==> config.mk <==
export PLATFORM = sky130hd
export DESIGN_NAME = mem_arbiter_flat
export DESIGN_NICKNAME = d
export VERILOG_FILES = /design/src/rtl/mem_arbiter_pkg.sv /design/src/rtl/mem_arbiter_if.sv /design/src/rtl/arb_starve_counter.sv /design/src/rtl/mem_arbiter.sv /design/src/flat_wrapper.sv
export SDC_FILE = /design/constraint.sdc
export NUM_CORES = 1
export LEC_CHECK = 0
export ABC_CLOCK_PERIOD_IN_PS = 2000
export CAP_MARGIN = 25
export CORE_AREA = 2 2 111 113
export DETAILED_ROUTE_END_ITERATION = 6
export DIE_AREA = 0 0 113 115
export DONT_BUFFER_PORTS = 1
export MAX_ROUTING_LAYER = met4
export PLACE_DENSITY = 0.66
export SYNTH_ARGS = -nofsm -noshare
export SYNTH_HDL_FRONTEND = slang
export SYNTH_HIERARCHICAL = 1
export SYNTH_SLANG_ARGS = --single-unit
==> constraint.sdc <==
create_clock -name clk -period 2 [get_ports clk]
set_input_delay 0.2 -clock clk [delete_from_list [all_inputs] [get_ports clk]]
set_output_delay 0.2 -clock clk [all_outputs]
set_load 0.01 [all_outputs]
==> src/rtl/mem_arbiter_pkg.sv <==
// Shared types and constants for the memory arbiter: state encodings,
// access-size codes and the data/tag widths used across the slice.
package mem_arbiter_pkg;

  localparam int XLEN           = 32;
  localparam int ROB_SIZE_WIDTH = 4;

  localparam logic [1:0] SIZE_BYTE = 2'b00;
  localparam logic [1:0] SIZE_HALF = 2'b01;
  localparam logic [1:0] SIZE_WORD = 2'b11;

  typedef enum logic [2:0] {
    ARB_IDLE  = 3'd0,
    ARB_FETCH = 3'd1,
    ARB_LOAD  = 3'd2,
    ARB_STORE = 3'd3,
    ARB_DRAIN = 3'd4
  } arb_state_e;

endpackage

==> src/rtl/mem_arbiter_if.sv <==
// Bundle of fetcher, LSB and memory-engine signals around the arbiter.
// The slave modport is the arbiter's view; master is the requesters/engine side.
interface mem_arbiter_if;
  import mem_arbiter_pkg::*;

  // Requests are level signals held until the matching done pulse;
  // arb_mem_valid is held with stable payload until the engine pulses mem_done.
  logic                      fet_req;
  logic [XLEN-1:0]           fet_addr;
  logic                      lsb_req;
  logic                      lsb_we;
  logic [1:0]                lsb_size;
  logic [XLEN-1:0]           lsb_addr;
  logic [XLEN-1:0]           lsb_wdata;
  logic [ROB_SIZE_WIDTH-1:0] lsb_id;
  logic                      mem_done;
  logic [XLEN-1:0]           mem_rdata;
  logic                      arb_mem_valid;
  logic                      arb_mem_we;
  logic [1:0]                arb_mem_size;
  logic [XLEN-1:0]           arb_mem_addr;
  logic [XLEN-1:0]           arb_mem_wdata;
  logic                      arb_fet_done;
  logic [XLEN-1:0]           arb_fet_data;
  logic                      arb_lsb_done;
  logic [XLEN-1:0]           arb_lsb_data;
  logic [ROB_SIZE_WIDTH-1:0] arb_lsb_id;

  modport slave (
    input  fet_req, fet_addr, lsb_req, lsb_we, lsb_size, lsb_addr, lsb_wdata,
           lsb_id, mem_done, mem_rdata,
    output arb_mem_valid, arb_mem_we, arb_mem_size, arb_mem_addr, arb_mem_wdata,
           arb_fet_done, arb_fet_data, arb_lsb_done, arb_lsb_data, arb_lsb_id
  );

  modport master (
    output fet_req, fet_addr, lsb_req, lsb_we, lsb_size, lsb_addr, lsb_wdata,
           lsb_id, mem_done, mem_rdata,
    input  arb_mem_valid, arb_mem_we, arb_mem_size, arb_mem_addr, arb_mem_wdata,
           arb_fet_done, arb_fet_data, arb_lsb_done, arb_lsb_data, arb_lsb_id
  );

endinterface

==> src/rtl/arb_starve_counter.sv <==
// Saturating counter of LSB wins over a waiting fetch; hit_o flags the limit.
module arb_starve_counter #(
  parameter int LIMIT = 4,
  parameter int WIDTH = 3
) (
  input  logic             clk,
  input  logic             rst,
  input  logic             en_i,
  input  logic             inc_i,
  input  logic             clr_i,
  output logic [WIDTH-1:0] cnt_o,
  output logic             hit_o
);

  localparam logic [WIDTH-1:0] LIMIT_V = WIDTH'(LIMIT);

  logic [WIDTH-1:0] cnt_q, cnt_d;

  always_comb begin
    cnt_d = cnt_q;
    if (clr_i) begin
      cnt_d = '0;
    end else if (inc_i && (cnt_q != LIMIT_V)) begin
      cnt_d = cnt_q + WIDTH'(1);
    end
  end

  always_ff @(posedge clk) begin
    if (rst) begin
      cnt_q <= '0;
    end else if (en_i) begin
      cnt_q <= cnt_d;
    end
  end

  assign cnt_o = cnt_q;
  assign hit_o = (cnt_q == LIMIT_V);

endmodule

==> src/rtl/mem_arbiter.sv <==
// Arbitrates the single memory engine between fetcher and LSB, one transaction at a time.
// Defining MEM_ARBITER_STATS_EN adds grant and wait-cycle statistics outputs.
module mem_arbiter
  import mem_arbiter_pkg::*;
#(
  parameter int STARVE_LIMIT = 4,
  parameter int CNT_WIDTH    = 3
) (
  input  logic                 clk,
  input  logic                 rst,
  input  logic                 rdy,
  input  logic                 flush,
  mem_arbiter_if.slave         bus,
  output arb_state_e           state_o,
  output logic [CNT_WIDTH-1:0] starve_cnt_o
`ifdef MEM_ARBITER_STATS_EN
  ,
  output logic [31:0]          stat_fet_grants,
  output logic [31:0]          stat_lsb_grants,
  output logic [31:0]          stat_wait_cycles
`endif
);

  arb_state_e                state_q, state_d;
  logic                      mem_valid_q, mem_valid_d;
  logic                      mem_we_q, mem_we_d;
  logic [1:0]                mem_size_q, mem_size_d;
  logic [XLEN-1:0]           mem_addr_q, mem_addr_d;
  logic [XLEN-1:0]           mem_wdata_q, mem_wdata_d;
  logic [ROB_SIZE_WIDTH-1:0] cur_id_q, cur_id_d;
  logic                      fet_done_q, fet_done_d;
  logic [XLEN-1:0]           fet_data_q, fet_data_d;
  logic                      lsb_done_q, lsb_done_d;
  logic [XLEN-1:0]           lsb_data_q, lsb_data_d;
  logic [ROB_SIZE_WIDTH-1:0] lsb_id_q, lsb_id_d;

  logic store_req, load_req;
  logic grant_fet, grant_lsb;
  logic starve_hit, starve_inc, starve_clr;

  // Stores are never speculative, so they may still win while a flush is asserted.
  always_comb begin
    store_req = bus.lsb_req & bus.lsb_we;
    load_req  = bus.lsb_req & ~bus.lsb_we;
    grant_fet = 1'b0;
    grant_lsb = 1'b0;
    if (state_q == ARB_IDLE) begin
      if (store_req) begin
        grant_lsb = 1'b1;
      end else if (!flush) begin
        if (bus.fet_req && starve_hit) begin
          grant_fet = 1'b1;
        end else if (load_req) begin
          grant_lsb = 1'b1;
        end else if (bus.fet_req) begin
          grant_fet = 1'b1;
        end
      end
    end
  end

  assign starve_inc = grant_lsb & bus.fet_req;
  assign starve_clr = grant_fet | flush | ((state_q == ARB_IDLE) & ~bus.fet_req);

  arb_starve_counter #(
    .LIMIT (STARVE_LIMIT),
    .WIDTH (CNT_WIDTH)
  ) u_starve (
    .clk   (clk),
    .rst   (rst),
    .en_i  (rdy),
    .inc_i (starve_inc),
    .clr_i (starve_clr),
    .cnt_o (starve_cnt_o),
    .hit_o (starve_hit)
  );

  always_comb begin
    state_d     = state_q;
    mem_valid_d = mem_valid_q;
    mem_we_d    = mem_we_q;
    mem_size_d  = mem_size_q;
    mem_addr_d  = mem_addr_q;
    mem_wdata_d = mem_wdata_q;
    cur_id_d    = cur_id_q;
    fet_done_d  = 1'b0;
    fet_data_d  = fet_data_q;
    lsb_done_d  = 1'b0;
    lsb_data_d  = lsb_data_q;
    lsb_id_d    = lsb_id_q;

    unique case (state_q)
      ARB_IDLE: begin
        if (grant_fet) begin
          state_d     = ARB_FETCH;
          mem_valid_d = 1'b1;
          mem_we_d    = 1'b0;
          mem_size_d  = SIZE_WORD;
          mem_addr_d  = bus.fet_addr;
          mem_wdata_d = '0;
        end else if (grant_lsb) begin
          state_d     = bus.lsb_we ? ARB_STORE : ARB_LOAD;
          mem_valid_d = 1'b1;
          mem_we_d    = bus.lsb_we;
          mem_size_d  = bus.lsb_size;
          mem_addr_d  = bus.lsb_addr;
          mem_wdata_d = bus.lsb_wdata;
          cur_id_d    = bus.lsb_id;
        end
      end

      // The engine cannot abort, so a flushed read keeps valid up until its done.
      ARB_FETCH, ARB_LOAD: begin
        if (flush) begin
          if (bus.mem_done) begin
            state_d     = ARB_IDLE;
            mem_valid_d = 1'b0;
            mem_we_d    = 1'b0;
          end else begin
            state_d = ARB_DRAIN;
          end
        end else if (bus.mem_done) begin
          state_d     = ARB_IDLE;
          mem_valid_d = 1'b0;
          mem_we_d    = 1'b0;
          if (state_q == ARB_FETCH) begin
            fet_done_d = 1'b1;
            fet_data_d = bus.mem_rdata;
          end else begin
            lsb_done_d = 1'b1;
            lsb_data_d = bus.mem_rdata;
            lsb_id_d   = cur_id_q;
          end
        end
      end

      ARB_STORE: begin
        if (bus.mem_done) begin
          state_d     = ARB_IDLE;
          mem_valid_d = 1'b0;
          mem_we_d    = 1'b0;
          lsb_done_d  = 1'b1;
          lsb_data_d  = '0;
          lsb_id_d    = cur_id_q;
        end
      end

      ARB_DRAIN: begin
        if (bus.mem_done) begin
          state_d     = ARB_IDLE;
          mem_valid_d = 1'b0;
          mem_we_d    = 1'b0;
        end
      end

      default: begin
        state_d     = ARB_IDLE;
        mem_valid_d = 1'b0;
        mem_we_d    = 1'b0;
      end
    endcase
  end

  always_ff @(posedge clk) begin
    if (rst) begin
      state_q     <= ARB_IDLE;
      mem_valid_q <= 1'b0;
      mem_we_q    <= 1'b0;
      mem_size_q  <= '0;
      mem_addr_q  <= '0;
      mem_wdata_q <= '0;
      cur_id_q    <= '0;
      fet_done_q  <= 1'b0;
      fet_data_q  <= '0;
      lsb_done_q  <= 1'b0;
      lsb_data_q  <= '0;
      lsb_id_q    <= '0;
    end else if (rdy) begin
      state_q     <= state_d;
      mem_valid_q <= mem_valid_d;
      mem_we_q    <= mem_we_d;
      mem_size_q  <= mem_size_d;
      mem_addr_q  <= mem_addr_d;
      mem_wdata_q <= mem_wdata_d;
      cur_id_q    <= cur_id_d;
      fet_done_q  <= fet_done_d;
      fet_data_q  <= fet_data_d;
      lsb_done_q  <= lsb_done_d;
      lsb_data_q  <= lsb_data_d;
      lsb_id_q    <= lsb_id_d;
    end
  end

  assign state_o           = state_q;
  assign bus.arb_mem_valid = mem_valid_q;
  assign bus.arb_mem_we    = mem_we_q;
  assign bus.arb_mem_size  = mem_size_q;
  assign bus.arb_mem_addr  = mem_addr_q;
  assign bus.arb_mem_wdata = mem_wdata_q;
  assign bus.arb_fet_done  = fet_done_q;
  assign bus.arb_fet_data  = fet_data_q;
  assign bus.arb_lsb_done  = lsb_done_q;
  assign bus.arb_lsb_data  = lsb_data_q;
  assign bus.arb_lsb_id    = lsb_id_q;

`ifdef MEM_ARBITER_STATS_EN
  logic [31:0] stat_fet_q, stat_lsb_q, stat_wait_q;

  always_ff @(posedge clk) begin
    if (rst) begin
      stat_fet_q  <= '0;
      stat_lsb_q  <= '0;
      stat_wait_q <= '0;
    end else if (rdy) begin
      stat_fet_q <= stat_fet_q + 32'(grant_fet);
      stat_lsb_q <= stat_lsb_q + 32'(grant_lsb);
      if ((bus.fet_req || bus.lsb_req) && (state_q != ARB_IDLE)) begin
        stat_wait_q <= stat_wait_q + 32'd1;
      end
    end
  end

  assign stat_fet_grants  = stat_fet_q;
  assign stat_lsb_grants  = stat_lsb_q;
  assign stat_wait_cycles = stat_wait_q;
`endif

endmodule
==> src/flat_wrapper.sv <==
// flat-port wrapper written by rule: the top's interface ports become plain ports
module mem_arbiter_flat import mem_arbiter_pkg::*;
#(
  parameter int STARVE_LIMIT = 4,
  parameter int CNT_WIDTH    = 3
)
  (clk, rst, rdy, flush, state_o, starve_cnt_o, bus_fet_req, bus_fet_addr, bus_lsb_req, bus_lsb_we, bus_lsb_size, bus_lsb_addr, bus_lsb_wdata, bus_lsb_id, bus_mem_done, bus_mem_rdata, bus_arb_mem_valid, bus_arb_mem_we, bus_arb_mem_size, bus_arb_mem_addr, bus_arb_mem_wdata, bus_arb_fet_done, bus_arb_fet_data, bus_arb_lsb_done, bus_arb_lsb_data, bus_arb_lsb_id);
  mem_arbiter_if bus_i ();
  input  logic clk;
  input  logic rst;
  input  logic rdy;
  input  logic flush;
  output arb_state_e state_o;
  output logic [CNT_WIDTH-1:0] starve_cnt_o;
  input wire logic [$bits(bus_i.fet_req)-1:0] bus_fet_req;
  input wire logic [$bits(bus_i.fet_addr)-1:0] bus_fet_addr;
  input wire logic [$bits(bus_i.lsb_req)-1:0] bus_lsb_req;
  input wire logic [$bits(bus_i.lsb_we)-1:0] bus_lsb_we;
  input wire logic [$bits(bus_i.lsb_size)-1:0] bus_lsb_size;
  input wire logic [$bits(bus_i.lsb_addr)-1:0] bus_lsb_addr;
  input wire logic [$bits(bus_i.lsb_wdata)-1:0] bus_lsb_wdata;
  input wire logic [$bits(bus_i.lsb_id)-1:0] bus_lsb_id;
  input wire logic [$bits(bus_i.mem_done)-1:0] bus_mem_done;
  input wire logic [$bits(bus_i.mem_rdata)-1:0] bus_mem_rdata;
  output wire logic [$bits(bus_i.arb_mem_valid)-1:0] bus_arb_mem_valid;
  output wire logic [$bits(bus_i.arb_mem_we)-1:0] bus_arb_mem_we;
  output wire logic [$bits(bus_i.arb_mem_size)-1:0] bus_arb_mem_size;
  output wire logic [$bits(bus_i.arb_mem_addr)-1:0] bus_arb_mem_addr;
  output wire logic [$bits(bus_i.arb_mem_wdata)-1:0] bus_arb_mem_wdata;
  output wire logic [$bits(bus_i.arb_fet_done)-1:0] bus_arb_fet_done;
  output wire logic [$bits(bus_i.arb_fet_data)-1:0] bus_arb_fet_data;
  output wire logic [$bits(bus_i.arb_lsb_done)-1:0] bus_arb_lsb_done;
  output wire logic [$bits(bus_i.arb_lsb_data)-1:0] bus_arb_lsb_data;
  output wire logic [$bits(bus_i.arb_lsb_id)-1:0] bus_arb_lsb_id;
  assign bus_i.fet_req = bus_fet_req;
  assign bus_i.fet_addr = bus_fet_addr;
  assign bus_i.lsb_req = bus_lsb_req;
  assign bus_i.lsb_we = bus_lsb_we;
  assign bus_i.lsb_size = bus_lsb_size;
  assign bus_i.lsb_addr = bus_lsb_addr;
  assign bus_i.lsb_wdata = bus_lsb_wdata;
  assign bus_i.lsb_id = bus_lsb_id;
  assign bus_i.mem_done = bus_mem_done;
  assign bus_i.mem_rdata = bus_mem_rdata;
  assign bus_arb_mem_valid = bus_i.arb_mem_valid;
  assign bus_arb_mem_we = bus_i.arb_mem_we;
  assign bus_arb_mem_size = bus_i.arb_mem_size;
  assign bus_arb_mem_addr = bus_i.arb_mem_addr;
  assign bus_arb_mem_wdata = bus_i.arb_mem_wdata;
  assign bus_arb_fet_done = bus_i.arb_fet_done;
  assign bus_arb_fet_data = bus_i.arb_fet_data;
  assign bus_arb_lsb_done = bus_i.arb_lsb_done;
  assign bus_arb_lsb_data = bus_i.arb_lsb_data;
  assign bus_arb_lsb_id = bus_i.arb_lsb_id;
  mem_arbiter #(.STARVE_LIMIT(STARVE_LIMIT), .CNT_WIDTH(CNT_WIDTH)) u_core (.clk(clk), .rst(rst), .rdy(rdy), .flush(flush), .bus(bus_i), .state_o(state_o), .starve_cnt_o(starve_cnt_o));
endmodule
==> impl_metrics.env, run 1 <==
export IMPL_status="finished, violations left"
export IMPL_violations="DRC, hold timing"
export IMPL_crit_family="simple AND/OR/NAND/NOR gates"
export IMPL_drtIter0Drc=497
export IMPL_required_ns=2.35
export IMPL_worst_hold_path_num_cells=1
export IMPL_ys_ff_latch=148
export IMPL_power_leakage_nw=2.50
export IMPL_htreeDepth=4
export IMPL_syn_area_mm2=0.00575
export IMPL_wl_per_cell_um=20.5
export IMPL_layout_area_overhead_vs_synth_pct=23.9
export IMPL_grt_max_degree=122
export IMPL_hold_buffers=46
export IMPL_crit_top_cell="a21oi_2"
export IMPL_top_layer_used="met4"
export IMPL_cp_num_buf_inv=2
export IMPL_skew_ns=0.0136
export IMPL_gr_total_overflow=0
export IMPL_synth_seq_area_share_pct=51.5
export IMPL_place_gp_congestion=0.789
export IMPL_io_buffers=0
export IMPL_hold_slack_ns=-0.145
export IMPL_io_pins=286
export IMPL_drive_gt1_share_pct=12.7
export IMPL_finalWirelength_mm=17.7
export IMPL_worstSetupPathType="reg -> reg"
export IMPL_relSlewSlack_pct=54.6
export IMPL_end_kind="flop"
export IMPL_finalCritPeriodShare_pct=96.0
export IMPL_dpl_hpwl_mm=11.1
export IMPL_grt_pass1_vias=4885
export IMPL_worstSkewPairLatency_ns=0.42
export IMPL_finish_utilization_pct=60.3
export IMPL_timing_rr_end="u_core/u_starve/cnt_o[1]$_SDFFE_PP0P_"
export IMPL_hold_viol=105
export IMPL_antenna_found_initial=1
export IMPL_final_fill_count=1018
export IMPL_r2r_slack_ns=0.08
export IMPL_worstMarginPinSlew_ns=0.680
export IMPL_slowest_stage="or4b_4"
export IMPL_synthArstFlopShare_pct=0
export IMPL_rr_startpoint="u_core/u_starve/cnt_o[1]$_SDFFE_PP0P_"
export IMPL_max_clock_freq_ghz=0.521
export IMPL_synth_warnings=6
export IMPL_wl_met3_mm=1.63
export IMPL_worstPathMaxFanout=5
export IMPL_cts_made_buffers=17
export IMPL_clk_pin_slew_worst_paths_ns=0.06
export IMPL_min_period_ns=1.92
export IMPL_drcViolationCount=20
export IMPL_grt_use_total_pct=26.2
export IMPL_ys_types=47
export IMPL_vias_per_cell=5.95
export IMPL_grt_pass1_wl_mm=25.9
export IMPL_startpoint_type="flop"
export IMPL_die_h_um=115
export IMPL_setup_violations=0
export IMPL_dieArea_mm2=0.0130
export IMPL_initial_core_util_pct=48.7
export IMPL_reg2regPathDepth=9
export IMPL_syn_inst=663
export IMPL_synth_area_leaders="dfxtp_1 (52%), a21oi_1 (9.5%), nand2_1 (9.1%)"
export IMPL_synth_edff_count=0
export IMPL_synth_main_ff_cell="dfxtp_1"
export IMPL_vias=5141
export IMPL_syn_area_per_cell_um2=8.67
export IMPL_slew_viol_final=0
export IMPL_rows=40
export IMPL_max_cap_violations=0
export IMPL_hold_path_class="in -> reg"
export IMPL_cts_root_buffer="clkbuf_16"
export IMPL_syn_num_nets=807
export IMPL_crit_chain="inv_1 -> ha_2 -> and2_4 -> buf_6 -> a21oi_2 -> o2111a_1 -> nand2_2 -> or4b_4 -> a21oi_2"
export IMPL_yosys_area_top_type_share_pct=51.5
export IMPL_powerDensity_mw_per_mm2=992
export IMPL_numClockSinks=148
export IMPL_cts_tree="done"
export IMPL_final_nets=848
export IMPL_coreArea_mm2=0.0118
export IMPL_wl_met1_mm=6.68
export IMPL_first_pass_iters=7
export IMPL_routed_wl_met2_mm=9.08
export IMPL_vdd_drop_max_mv=0.580
export IMPL_max_stage_delay_ns=0.48
export IMPL_arrival_ns=2.27
export IMPL_drtAntennaViolNets=0
export IMPL_worstHoldStart="rst"
export IMPL_yosysTopAreaCell="dfxtp_1"
export IMPL_min_to="u_core/u_starve/cnt_o[1]$_SDFFE_PP0P_"
export IMPL_power_mw=7.06
export IMPL_clk_path_buf_depth=2
export IMPL_die_w_um=113
## area by class of cell
type                    count  area (um2)  share of cell area, %
multi-input cells         454        2520                   35.4
well taps                 147         184                   2.58
flip-flops and latches    148        2970                   41.6
diodes                      1        2.50                 0.0351
clock inverters            12         144                   2.02
clock buffers              19         453                   6.36
inverters                   4        15.0                  0.211
repair buffers             79         840                   11.8
## flip-flops by register name (all words and copies together), names as in the netlist
| register | flops |
|---|---|
| u_core/bus.arb_mem_addr | 32 |
| u_core/bus.arb_lsb_data | 32 |
| u_core/bus.arb_mem_valid | 1 |
| u_core/bus.arb_mem_we | 1 |
| u_core/bus.arb_fet_done | 1 |
| u_core/bus.arb_mem_size | 2 |
| u_core/state_o | 3 |
| u_core/bus.arb_lsb_done | 1 |
| u_core/bus.arb_lsb_id | 4 |
| u_core/bus.arb_mem_wdata | 32 |
| u_core/bus.arb_fet_data | 32 |
| u_core/u_starve/cnt_o | 3 |
| u_core/cur_id_q | 4 |
## how the worst max path moves through the flow
stage | depth (start not counted) | slack, ns | from | endpoint
global route | 9 | -0.02 | u_core/u_starve/cnt_o[1]$_SDFFE_PP0P_ | u_core/u_starve/cnt_o[1]$_SDFFE_PP0P_
finish | 9 | 0.08 | u_core/u_starve/cnt_o[1]$_SDFFE_PP0P_ | u_core/u_starve/cnt_o[1]$_SDFFE_PP0P_
CTS | 9 | 0.003 | u_core/u_starve/cnt_o[1]$_SDFFE_PP0P_ | u_core/u_starve/cnt_o[1]$_SDFFE_PP0P_
floorplan | 8 | 0.04 | u_core/u_starve/cnt_o[0]$_SDFFE_PP0P_ | u_core/u_starve/cnt_o[1]$_SDFFE_PP0P_
global placement | 7 | -0.18 | u_core/u_starve/cnt_o[0]$_SDFFE_PP0P_ | u_core/bus.arb_mem_wdata[20]$_SDFFE_PP0P_
detailed placement | 7 | -0.30 | u_core/u_starve/cnt_o[0]$_SDFFE_PP0P_ | u_core/bus.arb_mem_wdata[0]$_SDFFE_PP0P_
## synth_stat cells, drive strengths merged (2+ instances only)
cell type	count
a211oi	34
a21oi	112
a22o	32
a31oi	2
buf	33
clkbuf	25
dfxtp	148
ha	2
inv	4
nand2	140
nand2b	5
nand3	38
nand3b	2
nor2	38
nor2b	7
nor3	6
o211ai	2
o21ai	9
o2bb2ai	2
o31ai	2
## worst register-to-register path, cell delays in order (launching register included)
cell and delay [ns]:
dfxtp_2 0.33, inv_1 0.05, ha_2 0.17, and2_4 0.16, buf_6 0.12, a21oi_2 0.12, o2111a_1 0.22, nand2_2 0.08
or4b_4 0.48, a21oi_2 0.12
## cell families after synthesis
group	Yosys count	share of synthesized area, %
buffers and inverters	62	5.68
adder cells (fa/ha/maj)	2	0.435
flip-flops	148	51.5
AND/OR/NAND/NOR	247	19.2
AO/OA/AOI/OAI	204	23.2
## power breakdown
| part | switching (mW) | internal, mW | total, mW |
|---|---|---|---|
| clock network | 1.27 | 1.92 | 3.19 |
| logic | 0.320 | 0.300 | 0.621 |
| registers | 0.165 | 3.09 | 3.25 |
## repair_timing
item,4_1_cts,5_1_grt
hold endpoints to repair,148,105
gates cloned,1,1
buffers inserted,3,3
pin swaps,5,4
resized for setup,5,18
setup endpoints to repair,67,29
## metal layers
metal | up-vias | GRT usage (%)
li1 | 2405 | -
met1 | 2453 | 28.8
met2 | 257 | 44.0
met3 | 26 | 8.80
met4 | 0 | 10.6
met5 | - | -
## stage by stage
| step | instances | setup slack [ns] | instance area [um2] | hold WS [ns] | TNS (ns) |
|---|---|---|---|---|---|
| 2_1_floorplan | 663 | 0.0364 | 5750 | 0.269 | 0 |
| 3_3_place_gp | 777 | -0.178 | 5850 | 0.276 | -5.64 |
| 3_5_place_dp | 778 | -0.297 | 5870 | 0.278 | -9.98 |
| 4_1_cts | 859 | 0.00349 | 7000 | -0.174 | 0 |
| 5_1_grt | 864 | -0.0155 | 7120 | -0.184 | -0.0155 |
| 6_report | 864 | 0.0801 | 7120 | -0.145 | 0 |
## placed cells by master, fill, tap and decap left out, drive strengths merged, types with 3 or more instances in the layout
master,n
dlygate4sd3,46
a21oi,112
nor3,7
nor2,38
nand2,140
clkinvlp,3
inv,9
clkbuf,20
o21ai,9
buf,32
dfxtp,148
nand3,38
a22o,32
nand2b,5
a211oi,34
nor2b,7
Power figures use the tool's default switching activity.
==> inputs of run 2 (changes only) <==
Settings changed: CAP_MARGIN 25 to 10, CELL_PAD_IN_SITES_DETAIL_PLACEMENT set to 0, CELL_PAD_IN_SITES_GLOBAL_PLACEMENT set to 1, CORE_AREA 2 2 111 113 to unset, CORE_UTILIZATION set to 40, DIE_AREA 0 0 113 115 to unset, PLACE_DENSITY 0.66 to unset, PLACE_DENSITY_LB_ADDON set to 0.1.
==> run 2 against run 1 <==
The flow finishes with violations (hold timing). Core utilization shrank 9.6 points. Wire length down 0.99%. Design area decreased by 0.88%. Largest power group unchanged. Highest routed layer unchanged. Global-route usage decreased by 3.2 points.
==> impl_metrics.env, run 2 (synthesized netlist as in run 1, its figures left out) <==
export IMPL_numClockSinks=148
export IMPL_max_stage_delay_ns=0.52
export IMPL_antenna_found_initial=0
export IMPL_place_gp_congestion=0.812
export IMPL_wl_met1_mm=6.84
export IMPL_coreArea_mm2=0.0139
export IMPL_grt_pass1_vias=4698
export IMPL_required_ns=2.35
export IMPL_status="finished, violations left"
export IMPL_multiInputGateArea_mm2=0.00254
export IMPL_first_pass_iters=5
export IMPL_dpl_hpwl_mm=10.9
export IMPL_hold_path_class="in -> reg"
export IMPL_place_ws_ns=-0.289
export IMPL_violations="hold timing"
export IMPL_setup_slack_ns=0.0298
export IMPL_htreeDepth=4
export IMPL_top_layer_used="met4"
export IMPL_arrival_ns=2.32
export IMPL_crit_family="simple AND/OR/NAND/NOR gates"
export IMPL_cts_made_buffers=17
export IMPL_final_nets=842
export IMPL_rsz0062_at_grt="yes"
export IMPL_clk_path_buf_depth=2
export IMPL_layout_area_overhead_vs_synth_pct=22.8
export IMPL_powerDensity_mw_per_mm2=973
export IMPL_rows=43
export IMPL_die_w_um=122
export IMPL_finish_utilization_pct=50.7
export IMPL_layout_common_cells="dfxtp_1 (146), nand2_1 (139), a21oi_1 (107), dlygate4sd3_1 (42), nand3_1 (38)"
export IMPL_grt_pass1_wl_mm=25.3
export IMPL_initial_core_util_pct=41.2
export IMPL_worst_hold_path_num_cells=1
export IMPL_vias_per_cell=5.64
export IMPL_finalCritPeriodShare_pct=98.5
export IMPL_clk_pin_slew_worst_paths_ns=0.06
export IMPL_slowest_stage="or4b_4"
export IMPL_end_kind="flop"
export IMPL_dieArea_mm2=0.0149
export IMPL_gr_total_overflow=0
export IMPL_worstSetupPathType="reg -> reg"
export IMPL_worstMarginPinSlew_ns=0.635
export IMPL_io_buffers=0
export IMPL_slew_viol_final=0
export IMPL_vias=5022
export IMPL_worstSkewPairLatency_ns=0.42
export IMPL_startpoint_type="flop"
export IMPL_max_cap_violations=0
export IMPL_hold_viol=105
export IMPL_grt_use_total_pct=23.0
export IMPL_io_pins=286
export IMPL_final_fill_count=1294
export IMPL_crit_cells=9
export IMPL_die_h_um=122
export IMPL_reg2regPathDepth=9
export IMPL_crit_top_cell="a21oi_2"
export IMPL_worstPathMaxFanout=4
export IMPL_power_mw=6.87
export IMPL_cts_root_buffer="clkbuf_16"
export IMPL_cp_num_buf_inv=2
export IMPL_max_clock_freq_ghz=0.508
export IMPL_regArea_mm2=0.00297
export IMPL_hold_slack_ns=-0.163
export IMPL_antenna_cells=0
export IMPL_finalWirelength_mm=17.6
export IMPL_wl_met3_mm=1.57
export IMPL_crit_chain="inv_2 -> ha_4 -> and2_4 -> buf_6 -> a21oi_2 -> o2111a_1 -> nand2_2 -> or4b_4 -> a21oi_2"
export IMPL_wl_per_cell_um=19.7
export IMPL_skew_ns=0.00993
export IMPL_min_period_ns=1.97
export IMPL_power_leakage_nw=2.43
export IMPL_routed_wl_met2_mm=8.71
export IMPL_grt_max_degree=122
export IMPL_cts_tree="done"
export IMPL_setup_violations=0
export IMPL_final_common_cell="dfxtp_1"
export IMPL_drtAntennaViolNets=0
export IMPL_drive_gt1_share_pct=13.1
export IMPL_drcViolationCount=0
export IMPL_vdd_drop_max_mv=0.564
export IMPL_relSlewSlack_pct=57.5
export IMPL_drtIter0Drc=249
[run 2: final timing paths]
check	start	end	slack (ns)
setup / recovery	u_core/u_starve/cnt_o[1]$_SDFFE_PP0P_	u_core/u_starve/cnt_o[1]$_SDFFE_PP0P_	0.03
hold reg to reg	u_core/cur_id_q[2]$_SDFFE_PP0P_	u_core/bus.arb_lsb_id[2]$_SDFFE_PP0P_	0.45
setup reg to reg	u_core/u_starve/cnt_o[1]$_SDFFE_PP0P_	u_core/u_starve/cnt_o[1]$_SDFFE_PP0P_	0.03
hold / removal	rst	u_core/u_starve/cnt_o[1]$_SDFFE_PP0P_	-0.16
[run 2: stage by stage]
stage / std cells / area [um2] / hold slack, ns / setup TNS [ns]
finish: 891 / 7060 / -0.163 / 0
global route: 891 / 7060 / -0.180 / -0.0214
CTS: 886 / 6940 / -0.168 / -0.440
detailed placement: 811 / 5900 / 0.279 / -8.87
global placement: 811 / 5900 / 0.276 / -5.58
floorplan: 663 / 5750 / 0.269 / 0
[run 2: routing by layer]
metal | vias to the layer above | track usage [%]
li1 | 2390 | -
met1 | 2381 | 25.9
met2 | 224 | 37.5
met3 | 27 | 6.93
met4 | 0 | 10.6
met5 | - | -
[run 2: power by group]
part / switching [mW] / internal (mW) / leakage (nW) / total (mW)
combinational: 0.320 / 0.289 / 0.959 / 0.609
sequential: 0.160 / 3.09 / 1.20 / 3.25
clock: 1.24 / 1.77 / 0.264 / 3.01
total: 1.72 / 5.15 / 2.43 / 6.87
[run 2: what timing repair did]
item | 4_1_cts | 5_1_grt
pin swaps | 2 | 8
gates resized for setup | 8 | 15
setup endpoints to repair | 33 | 75
hold buffers | 41 | 1
endpoints found under the hold margin | 148 | 111
setup buffers | 1 | 3
gates cloned | 1 | 1
[run 2: final cells by class]
| type | instances | area share [%] |
|---|---|---|
| clock buffer | 20 | 6.47 |
| clock inverter | 12 | 1.49 |
| inverter | 4 | 0.213 |
| multi-input combinational | 454 | 36.0 |
| sequential | 148 | 42.0 |
| tap | 180 | 3.19 |
| timing repair buffer | 73 | 10.7 |
